[src/rtl/pipe_ex_md.sv]
// pipe_ex_md: execute stage with the EX/MEM pipeline register and an
// iterative multiply/divide unit that owns HI/LO. The unit runs in the
// background; only instructions that touch HI/LO or the unit wait for it.
module pipe_ex_md #(
    parameter int WIDTH = 32
) (
    input  logic             in_clk,
    input  logic             in_rst_n,
    input  logic             in_valid,
    input  logic             in_flush,
    input  logic             in_dmem_ena,
    input  logic             in_dmem_wena,
    input  logic [1:0]       in_dmem_type,
    input  logic [WIDTH-1:0] in_rs_data,
    input  logic [WIDTH-1:0] in_rt_data,
    input  logic [WIDTH-1:0] in_immed,
    input  logic [WIDTH-1:0] in_shamt,
    input  logic [4:0]       in_rd_waddr,
    input  logic             in_rd_sel,
    input  logic             in_rd_wena,
    input  logic             in_alu_a_sel,
    input  logic             in_alu_b_sel,
    input  logic [3:0]       in_alu_sel,
    input  logic [2:0]       in_md_op,
    input  logic [1:0]       in_hilo_rd,
    output logic             out_stall,
    output logic             out_valid,
    output logic             out_dmem_ena,
    output logic             out_dmem_wena,
    output logic [1:0]       out_dmem_type,
    output logic [WIDTH-1:0] out_rs_data,
    output logic [WIDTH-1:0] out_rt_data,
    output logic [4:0]       out_rd_waddr,
    output logic             out_rd_sel,
    output logic             out_rd_wena,
    output logic [WIDTH-1:0] out_alu_result,
    output logic             out_overflow,
    output logic             out_md_busy
);

    localparam int CW  = $clog2(WIDTH + 1);
    localparam int SHW = $clog2(WIDTH);

    localparam logic [2:0] MD_MULT  = 3'd1;
    localparam logic [2:0] MD_MULTU = 3'd2;
    localparam logic [2:0] MD_DIV   = 3'd3;
    localparam logic [2:0] MD_DIVU  = 3'd4;
    localparam logic [2:0] MD_MTHI  = 3'd5;
    localparam logic [2:0] MD_MTLO  = 3'd6;

    // Two's-complement negate of a single-width value when neg is set
    function automatic logic [WIDTH-1:0] cond_neg(input logic [WIDTH-1:0] x, input logic neg);
        return neg ? (~x + 1'b1) : x;
    endfunction

    // Two's-complement negate of a double-width product when neg is set
    function automatic logic [2*WIDTH-1:0] cond_neg2(input logic [2*WIDTH-1:0] x, input logic neg);
        return neg ? (~x + 1'b1) : x;
    endfunction

    // ---- stage p0: operand select, ALU, issue control ----
    logic signed [WIDTH-1:0] alu_a_p0, alu_b_p0;
    logic        [WIDTH-1:0] alu_res_p0;
    logic                    alu_ovf_p0;
    logic        [WIDTH-1:0] sum_p0, dif_p0;

    logic                    md_busy;
    logic [CW-1:0]           md_cnt;
    logic [WIDTH-1:0]        hi_q, lo_q;

    logic accept, needs_md, md_start, mt_hi, mt_lo;

    assign alu_a_p0 = in_alu_a_sel ? in_shamt : in_rs_data;
    assign alu_b_p0 = in_alu_b_sel ? in_immed : in_rt_data;
    assign sum_p0   = alu_a_p0 + alu_b_p0;
    assign dif_p0   = alu_a_p0 - alu_b_p0;

    // Combinational ALU using the aluc encoding shared with the team alu
    always_comb begin
        alu_res_p0 = '0;
        alu_ovf_p0 = 1'b0;
        case (in_alu_sel)
            4'b0000: alu_res_p0 = sum_p0;
            4'b0010: begin
                alu_res_p0 = sum_p0;
                alu_ovf_p0 = (alu_a_p0[WIDTH-1] == alu_b_p0[WIDTH-1]) &&
                             (sum_p0[WIDTH-1] != alu_a_p0[WIDTH-1]);
            end
            4'b0001: alu_res_p0 = dif_p0;
            4'b0011: begin
                alu_res_p0 = dif_p0;
                alu_ovf_p0 = (alu_a_p0[WIDTH-1] != alu_b_p0[WIDTH-1]) &&
                             (dif_p0[WIDTH-1] != alu_a_p0[WIDTH-1]);
            end
            4'b0100: alu_res_p0 = alu_a_p0 & alu_b_p0;
            4'b0101: alu_res_p0 = alu_a_p0 | alu_b_p0;
            4'b0110: alu_res_p0 = alu_a_p0 ^ alu_b_p0;
            4'b0111: alu_res_p0 = ~(alu_a_p0 | alu_b_p0);
            4'b1000,
            4'b1001: alu_res_p0 = alu_b_p0 << (WIDTH / 2);
            4'b1010: alu_res_p0 = {{(WIDTH-1){1'b0}}, ($unsigned(alu_a_p0) < $unsigned(alu_b_p0))};
            4'b1011: alu_res_p0 = {{(WIDTH-1){1'b0}}, (alu_a_p0 < alu_b_p0)};
            4'b1100: alu_res_p0 = alu_b_p0 >>> alu_a_p0[SHW-1:0];
            4'b1101: alu_res_p0 = $unsigned(alu_b_p0) >> alu_a_p0[SHW-1:0];
            default: alu_res_p0 = alu_b_p0 << alu_a_p0[SHW-1:0];
        endcase
    end

    assign needs_md  = ((in_md_op >= MD_MULT) && (in_md_op <= MD_MTLO)) ||
                       (in_hilo_rd == 2'd1) || (in_hilo_rd == 2'd2);
    assign out_stall = in_valid & ~in_flush & md_busy & needs_md;
    assign accept    = in_valid & ~out_stall & ~in_flush;
    assign md_start  = accept && (in_md_op >= MD_MULT) && (in_md_op <= MD_DIVU);
    assign mt_hi     = accept && (in_md_op == MD_MTHI);
    assign mt_lo     = accept && (in_md_op == MD_MTLO);
    assign out_md_busy = md_busy;

    // ---- stage p1: multiply/divide iteration ----
    logic             md_is_div, md_neg_q, md_neg_r, md_div0;
    logic [WIDTH-1:0] md_dividend, md_mcand, md_acc, md_lo;
    logic [WIDTH-1:0] acc_nxt, lo_nxt, res_hi, res_lo;
    logic [WIDTH:0]   mul_add, div_shift, div_trial;
    logic [2*WIDTH-1:0] prod;
    logic             op_signed;
    logic [WIDTH-1:0] mag_a, mag_b;

    assign op_signed = (in_md_op == MD_MULT) || (in_md_op == MD_DIV);
    assign mag_a     = cond_neg(in_rs_data, op_signed & in_rs_data[WIDTH-1]);
    assign mag_b     = cond_neg(in_rt_data, op_signed & in_rt_data[WIDTH-1]);

    // One shift-add or restoring-divide step, plus sign fix-up of the final result
    always_comb begin
        mul_add   = {1'b0, md_acc} + (md_lo[0] ? {1'b0, md_mcand} : '0);
        div_shift = {md_acc, md_lo[WIDTH-1]};
        div_trial = div_shift - {1'b0, md_mcand};
        acc_nxt   = '0;
        lo_nxt    = '0;
        if (md_is_div) begin
            if (!div_trial[WIDTH]) begin
                acc_nxt = div_trial[WIDTH-1:0];
                lo_nxt  = {md_lo[WIDTH-2:0], 1'b1};
            end else begin
                acc_nxt = div_shift[WIDTH-1:0];
                lo_nxt  = {md_lo[WIDTH-2:0], 1'b0};
            end
        end else begin
            acc_nxt = mul_add[WIDTH:1];
            lo_nxt  = {mul_add[0], md_lo[WIDTH-1:1]};
        end
        prod   = cond_neg2({acc_nxt, lo_nxt}, md_neg_q);
        res_hi = prod[2*WIDTH-1:WIDTH];
        res_lo = prod[WIDTH-1:0];
        if (md_is_div) begin
            if (md_div0) begin
                res_lo = '1;
                res_hi = md_dividend;
            end else begin
                res_lo = cond_neg(lo_nxt, md_neg_q);
                res_hi = cond_neg(acc_nxt, md_neg_r);
            end
        end
    end

    // Datapath registers of the unit: loaded on start, stepped while busy
    always_ff @(posedge in_clk) begin
        if (md_start) begin
            md_is_div   <= (in_md_op == MD_DIV) || (in_md_op == MD_DIVU);
            md_neg_q    <= op_signed & (in_rs_data[WIDTH-1] ^ in_rt_data[WIDTH-1]);
            md_neg_r    <= op_signed & in_rs_data[WIDTH-1];
            md_div0     <= (in_rt_data == '0);
            md_dividend <= in_rs_data;
            md_mcand    <= mag_b;
            md_acc      <= '0;
            md_lo       <= mag_a;
        end else if (md_busy) begin
            md_acc <= acc_nxt;
            md_lo  <= lo_nxt;
        end
    end

    // Busy/counter control and the architectural HI/LO registers
    always_ff @(posedge in_clk or negedge in_rst_n) begin
        if (!in_rst_n) begin
            md_busy <= 1'b0;
            md_cnt  <= '0;
            hi_q    <= '0;
            lo_q    <= '0;
        end else if (md_start) begin
            md_busy <= 1'b1;
            md_cnt  <= CW'(WIDTH);
        end else if (md_busy) begin
            md_cnt <= md_cnt - 1'b1;
            if (md_cnt == CW'(1)) begin
                md_busy <= 1'b0;
                hi_q    <= res_hi;
                lo_q    <= res_lo;
            end
        end else begin
            if (mt_hi) hi_q <= in_rs_data;
            if (mt_lo) lo_q <= in_rs_data;
        end
    end

    // ---- stage p1: EX/MEM register ----
    // Capture accepted instructions; otherwise insert a bubble that holds data
    always_ff @(posedge in_clk or negedge in_rst_n) begin
        if (!in_rst_n) begin
            out_valid      <= 1'b0;
            out_dmem_ena   <= 1'b0;
            out_dmem_wena  <= 1'b0;
            out_dmem_type  <= '0;
            out_rs_data    <= '0;
            out_rt_data    <= '0;
            out_rd_waddr   <= '0;
            out_rd_sel     <= 1'b0;
            out_rd_wena    <= 1'b0;
            out_alu_result <= '0;
            out_overflow   <= 1'b0;
        end else begin
            out_valid <= accept;
            if (accept) begin
                out_dmem_ena  <= in_dmem_ena;
                out_dmem_wena <= in_dmem_wena;
                out_dmem_type <= in_dmem_type;
                out_rs_data   <= in_rs_data;
                out_rt_data   <= in_rt_data;
                out_rd_waddr  <= in_rd_waddr;
                out_rd_sel    <= in_rd_sel;
                out_rd_wena   <= in_rd_wena;
                out_overflow  <= alu_ovf_p0;
                case (in_hilo_rd)
                    2'd1:    out_alu_result <= hi_q;
                    2'd2:    out_alu_result <= lo_q;
                    default: out_alu_result <= alu_res_p0;
                endcase
            end else begin
                out_dmem_ena <= 1'b0;
                out_rd_wena  <= 1'b0;
            end
        end
    end

endmodule

[config.mk]
export PLATFORM = sky130hd
export DESIGN_NAME = pipe_ex_md
export DESIGN_NICKNAME = d
export VERILOG_FILES = /design/src/rtl/pipe_ex_md.sv
export SDC_FILE = /design/constraint.sdc
export NUM_CORES = 2
export LEC_CHECK = 0
export CORE_MARGIN = 3
export CORE_UTILIZATION = 50
export DETAILED_ROUTE_END_ITERATION = 8
export PLACE_DENSITY = 0.7
export SLEW_MARGIN = 20
export SYNTH_ARGS = -nofsm -noshare
export SYNTH_HDL_FRONTEND = slang
export SYNTH_SLANG_ARGS = --single-unit
[constraint.sdc]
create_clock -name in_clk -period 7.32 [get_ports in_clk]
set_input_delay 1.098 -clock in_clk [delete_from_list [all_inputs] [get_ports in_clk]]
set_output_delay 1.098 -clock in_clk [all_outputs]
set_load 0.005 [all_outputs]
; ---- Word level (Yosys, flattened, before mapping)
; Index checks and enable logic that the tools add are counted.
[totals]
word_cells = 143
ff_bits = 312
in_bits = 154
[op_classes]
addsub = 10
n_bitwise = 21
shifts = 3
mux = 34
eq_ne = 26
order_cmp = 5
reduce_logical = 21
[op_table]
columns = op, n
row1 = two-way mux 32 bit, 22
row2 = case mux 32 bit (11 select lines), 1
row3 = inverter 32 bit, 5
row4 = "adder 32 x 1 -> 32 bit, second input constant", 4
row5 = "adder 64 x 1 -> 64 bit, second input constant", 1
row6 = less-than comparator 32 bit, 2
row7 = two-way mux 64 bit, 1
row8 = inverter 64 bit, 1
row9 = case mux 32 bit (2 select lines), 1
row10 = adder 32 x 32 -> 33 bit, 1
row11 = subtractor 33 x 32 -> 33 bit, 1
row12 = adder 32 bit, 1
row13 = bitwise AND 32 bit, 1
row14 = logical NOT 32 bit, 1
row15 = bitwise OR 32 bit, 1
row16 = << shifter 32 x 5 -> 32 bit, 1
row17 = >> shifter 32 x 5 -> 32 bit, 1
row18 = >>> shifter 32 x 5 -> 32 bit, 1
row19 = subtractor 32 bit, 1
row20 = XOR 32 bit, 1
row21 = "== test 4 bit, second input constant", 6
row22 = "== test 4 x 3 -> 1 bit, second input constant", 4
row23 = two-way mux 6 bit, 2
row24 = "== test 3 bit, second input constant", 3
row25 = other kinds (24), 56

; ---- Longest topological paths before layout
[logic_depth]
word_depth = 12
mapped_depth = 25
ltp_nobuf = 22

; ---- Worst setup path after synthesis
; Ideal clock, no wire load.
[synth_timing]
path_type = input -> register
start = input port in_alu_a_sel
end = register out_overflow
stages = 18
arrival_time_ns = 5.596
setup_time_ns = 0.126
t_required_ns = 7.194
n_path_buf = 4
setup_slack_ns = 1.598
path_cell_list = clkbuf_1 -> clkbuf_1 -> buf_1 -> mux2i_1 -> ha_1 -> clkbuf_1 -> and3_1 -> a31o_2 -> a21oi_1 -> o21ai_0 -> a21o_1 -> a2111oi_0 -> nor4_1 -> o31a_1 -> a41oi_1 -> nor2b_1 -> xnor2_1 -> a221o_1
[synth_via]
elab_chain_len = 5
word_cells_on_any_way = 10
cone_classes = add/sub (2) / eq/ne (4) / mux (2) / reduce/logical (2)
[synth_rtl]
columns = element, line_no
row1 = start: declaration, 21  ; input logic in_alu_a_sel,
row2 = two-way mux 32 bit (*), 73  ; assign alu_a_p0 = in_alu_a_sel ? in_shamt : in_rs_data;
row3 = subtractor 32 bit or adder 32 bit (tied branches), "76, 75"
row4 = inequality test 1 bit (on tied branches), "93, 87"
row5 = logical AND 1 bit (on tied branches), "92, 86"
row6 = case mux 1 bit (2 select lines) (*), 82  ; case (in_alu_sel)
row7 = end signal: assignment, 230  ; out_overflow <= alu_ovf_p0;
row8 = end: declaration, 37  ; output logic out_overflow,
; Every way passes the cells marked *; elsewhere a longest branch is shown, timed or not.
; A chain may end at the register's enable or synchronous reset.

; ---- Final worst setup path
[layout_timing]
start = register md_lo[31]
end = register hi_q[16]
[layout_via]
elab_chain_len = 10
word_cells_on_any_way = 15
cone_classes = add/sub (3) / mux (10) / bitwise (2)
[layout_rtl]
columns = element, line_no
row1 = start: declaration, 120  ; logic [WIDTH-1:0] md_dividend, md_mcand, md_acc, md_lo;
row2 = start signal: assignment, 174  ; md_lo <= mag_a;
row3 = start signal: assignment, 177  ; md_lo <= lo_nxt;
row4 = subtractor 33 x 32 -> 33 bit, 135  ; div_trial = div_shift - {1'b0, md_mcand};
row5 = two-way mux 32 bit, 139  ; if (!div_trial[WIDTH]) begin
row6 = two-way mux 32 bit, 138  ; if (md_is_div) begin
row7 = inverter 32 bit, 53  ; return neg ? (~x + 1'b1) : x;
row8 = adder 32 x 1 -> 32 bit, 53
row9 = two-way mux 32 bit, 53
row10 = two-way mux 32 bit, 154  ; if (md_div0) begin
row11 = two-way mux 32 bit (*), 153  ; if (md_is_div) begin
row12 = two-way mux 32 bit (*), 193  ; if (md_cnt == CW'(1)) begin
row13 = two-way mux 32 bit (*), 191  ; end else if (md_busy) begin
row14 = end signal: assignment, 195  ; hi_q <= res_hi;
row15 = end signal: assignment, 199  ; if (mt_hi) hi_q <= in_rs_data;
row16 = end: declaration, 69  ; logic [WIDTH-1:0] hi_q, lo_q;
; Every way passes the cells marked *; elsewhere a longest branch is shown, timed or not. The select of a mux whose other input is x is not followed.

==> results.cfg <==
[cts]
clock_sinks = 312
cts_tree = built
ctsResizeCount = 0
clk_path_buf_depth = 3
worstSkewPairLatency_ns = 0.61
cts_setup_buffers = 0
root_buffer = clkbuf_16
htree_num_levels = 2
cts_made_buffers = 40
holdBufCountCts = 0
clk_pin_slew_worst_paths_ns = 0.06

[placement]
place_hpwl_um = 113000
io_buffers = 264
place_ws_ns = 1.08
place.gp.congestion = 1.09

[timing]
fin_crit_sh_pct = 88.3
slew_headroom_pct = 19.2
setup_violations = 0
worst_slew_pin_slew_ns = 1.21
clock_skew_ns = 0.0397
fin_crit_ns = 6.46
rsz0062_at_grt = no
final.setup.tns_ns = 0
hold_violations = 0
timing.hold.ws_ns = 0.475
finalWorstSetupSlack_ns = 0.859
slew_violations = 0
timing.fmax_mhz = 155

[route]
wl_per_cell_um = 29.0
ant_nets = 0
routed_via_density = 6.75
drtIter0Drc = 4943
drtPass1Iterations = 6
wirelength_um = 148000
vias = 34300
drc = 0

[power_and_ir_drop]
total_power_uw = 12500
p_comb_share_pct = 59.7
clkPwrFrac_pct = 16.8
p_seq_share_pct = 23.5
powerDensity_nw_per_um2 = 349
swShare_pct = 48.9
p_switching_uw = 6090
leakagePower_uw = 0.0150
peakVddDrop_uv = 182
internal_power_uw = 6370

[run]
maxCapViolations = 0

[logic_synthesis]
ys_types = 112
synth_top_area_share_pct = 14.6
syn_nets = 4456
ys_top_cells_by_area = dfrtp_1, edfxtp_1, nand2_1
ys_seq_elements = 312
synth_enable_flop_cells = 100
synth_warnings = 0
synth_flop_cell = dfrtp_1
syn-cell-area_um2 = 30900
synthCells = 4130
synth_top_cell_by_area = dfrtp_1
synthArstFlopShare_pct = 57.7
syn_avg_cell_area_um2 = 7.47
ys_seq_area_share_pct = 26.4

[grt]
antenna_found_initial = 12
grt_max_degree = 101
overflow = 0
grt_pass1_vias = 31700
globalRouteTotalUtil_pct = 44.4
grt_pass1_wl_um = 213000

[floorplanning]
ioPinCount = 265
initial_core_util_pct = 50.9
design.die.area_um2 = 64800
fp.dieW_um = 254
rows = 90
die_h_um = 254
core_um2 = 60700

[critical_path]
required_ns = 7.85
crit_type = flip-flop to flip-flop
crit_chain = inv_1 -> ha_1 -> inv_1 -> fa_1 -> a211oi_1 -> o211ai_1 -> a211oi_2 -> or3_4 -> a31oi_2 -> buf_4 -> a21oi_1 -> ha_1 -> nand2_1 -> or3_1 -> or2_2 -> nor2_1 -> nand3_1 -> nor2_1 -> nand2_1 -> o41ai_1 -> xnor2_1 -> o22ai_1 -> o21ai_0
crit_path_max_fanout = 8
crit_arrival_ns = 6.99
cp_slowest_cell = nor2_1
cpPeakStageDelay_ns = 0.49
endpoint_kind = flip-flop
startpoint_type = flip-flop

[cells_and_area]
fin_util_pct = 58.9
nets = 4593
synthToLayoutAreaGrowth_pct = 15.7
final_common_cell = nand2_1
layout_common_cells = nand2_1, nor2_1, a21oi_1, o21ai_0, clkdlybuf4s50_1
drive_above_1_share_pct = 6.58

[status]
outcome = finished clean

[min_path]
hp-class = flip-flop to flip-flop
-- per-layer routing --
metal,GRT usage [%],vias up,routed length [um]
met4,31.5,0,13200
met2,66.9,2348,62500
li1,-,15200,-
met3,10.3,586,16700
met1,56.3,16200,55200
met5,0,-,0
-- area by class of cell --
cell class | instances | area (um2)
clock buffers | 52 | 1120
well taps | 782 | 978
diodes | 6 | 15.0
inverters | 184 | 694
repair buffers | 379 | 3510
multi-input cells | 3350 | 21000
clock inverters | 22 | 255
flip-flops and latches | 312 | 8150
fillers | 5806 | 25000
-- cells in the mapped netlist, drive strengths merged, types with 21 or more instances --
master  count
xnor2     144
a21oi     328
or3        33
o21a       29
o211ai     56
a21o       37
mux2i     126
and2       55
dfxtp      32
a221oi     52
clkbuf    234
o31ai      63
o22ai      66
nand2     621
inv       182
a31oi      39
buf        50
nor2b      26
nand3      70
xor2       88
and3       33
edfxtp    100
mux2       21
o21bai     21
a211oi     55
ha        168
nor2      415
a22oi      22
o21ai     318
nor4       31
o41ai      27
nor3       98
dfrtp     180
nand2b     27
-- per-stage QoR --
step                instances  area [um2]
floorplan                4130       30900
global placement         5006       34300
detailed placement       5006       34300
CTS                      5080       35700
global route             5081       35700
finish                   5087       35700
-- flip-flops by register name, indices dropped and copies added, names as in the netlist, 2 cells and up --
signal / flops
md_dividend: 32
md_mcand: 32
out_dmem_type: 2
out_rt_data: 32
out_rs_data: 32
out_rd_waddr: 5
hi_q: 32
md_acc: 32
lo_q: 32
out_alu_result: 32
md_lo: 32
md_cnt: 6
-- power by group through the flow --
stage	sequential [uW]	combinational (uW)	clock [uW]
after floorplan	2710	4920	0
after global placement	2940	7130	0
after detailed placement	2950	7160	0
after CTS	2920	7200	2100
after global routing	2970	8010	2160
final	2930	7440	2090
-- cells by family after synthesis --
logic type	count (synthesis)	share of synthesized area [%]
buf+inv	468	5.80
compound gates	1290	27.2
fa+ha+maj	172	7.07
xor+xnor	232	6.58
flops	312	26.4
simple gates	1509	22.1
mux	147	4.86
-- worst max-delay path: cells and delay by family, from the launching register on --
family          cells  cell delay [ns]
fa+ha+maj           3             0.80
flops               1             0.46
simple gates        8             2.57
buf+inv             3             0.33
xor+xnor            1             0.17
compound gates      8             2.02
-- path summary, 6_finish.rpt --
kind	start	end	slack, ns	cells past startpoint
min	out_rs_data[26]	out_rs_data[26]	0.48	2
min in group asynchronous	in_rst_n	out_rt_data[31]	0.59	1
max	md_lo[31]	hi_q[16]	0.86	23
max in group asynchronous	in_rst_n	out_rs_data[3]	5.66	2
min reg2reg	out_rs_data[26]	out_rs_data[26]	0.48	2
max reg2reg	md_lo[31]	hi_q[16]	0.86	23
Power figures use the tool's default switching activity.
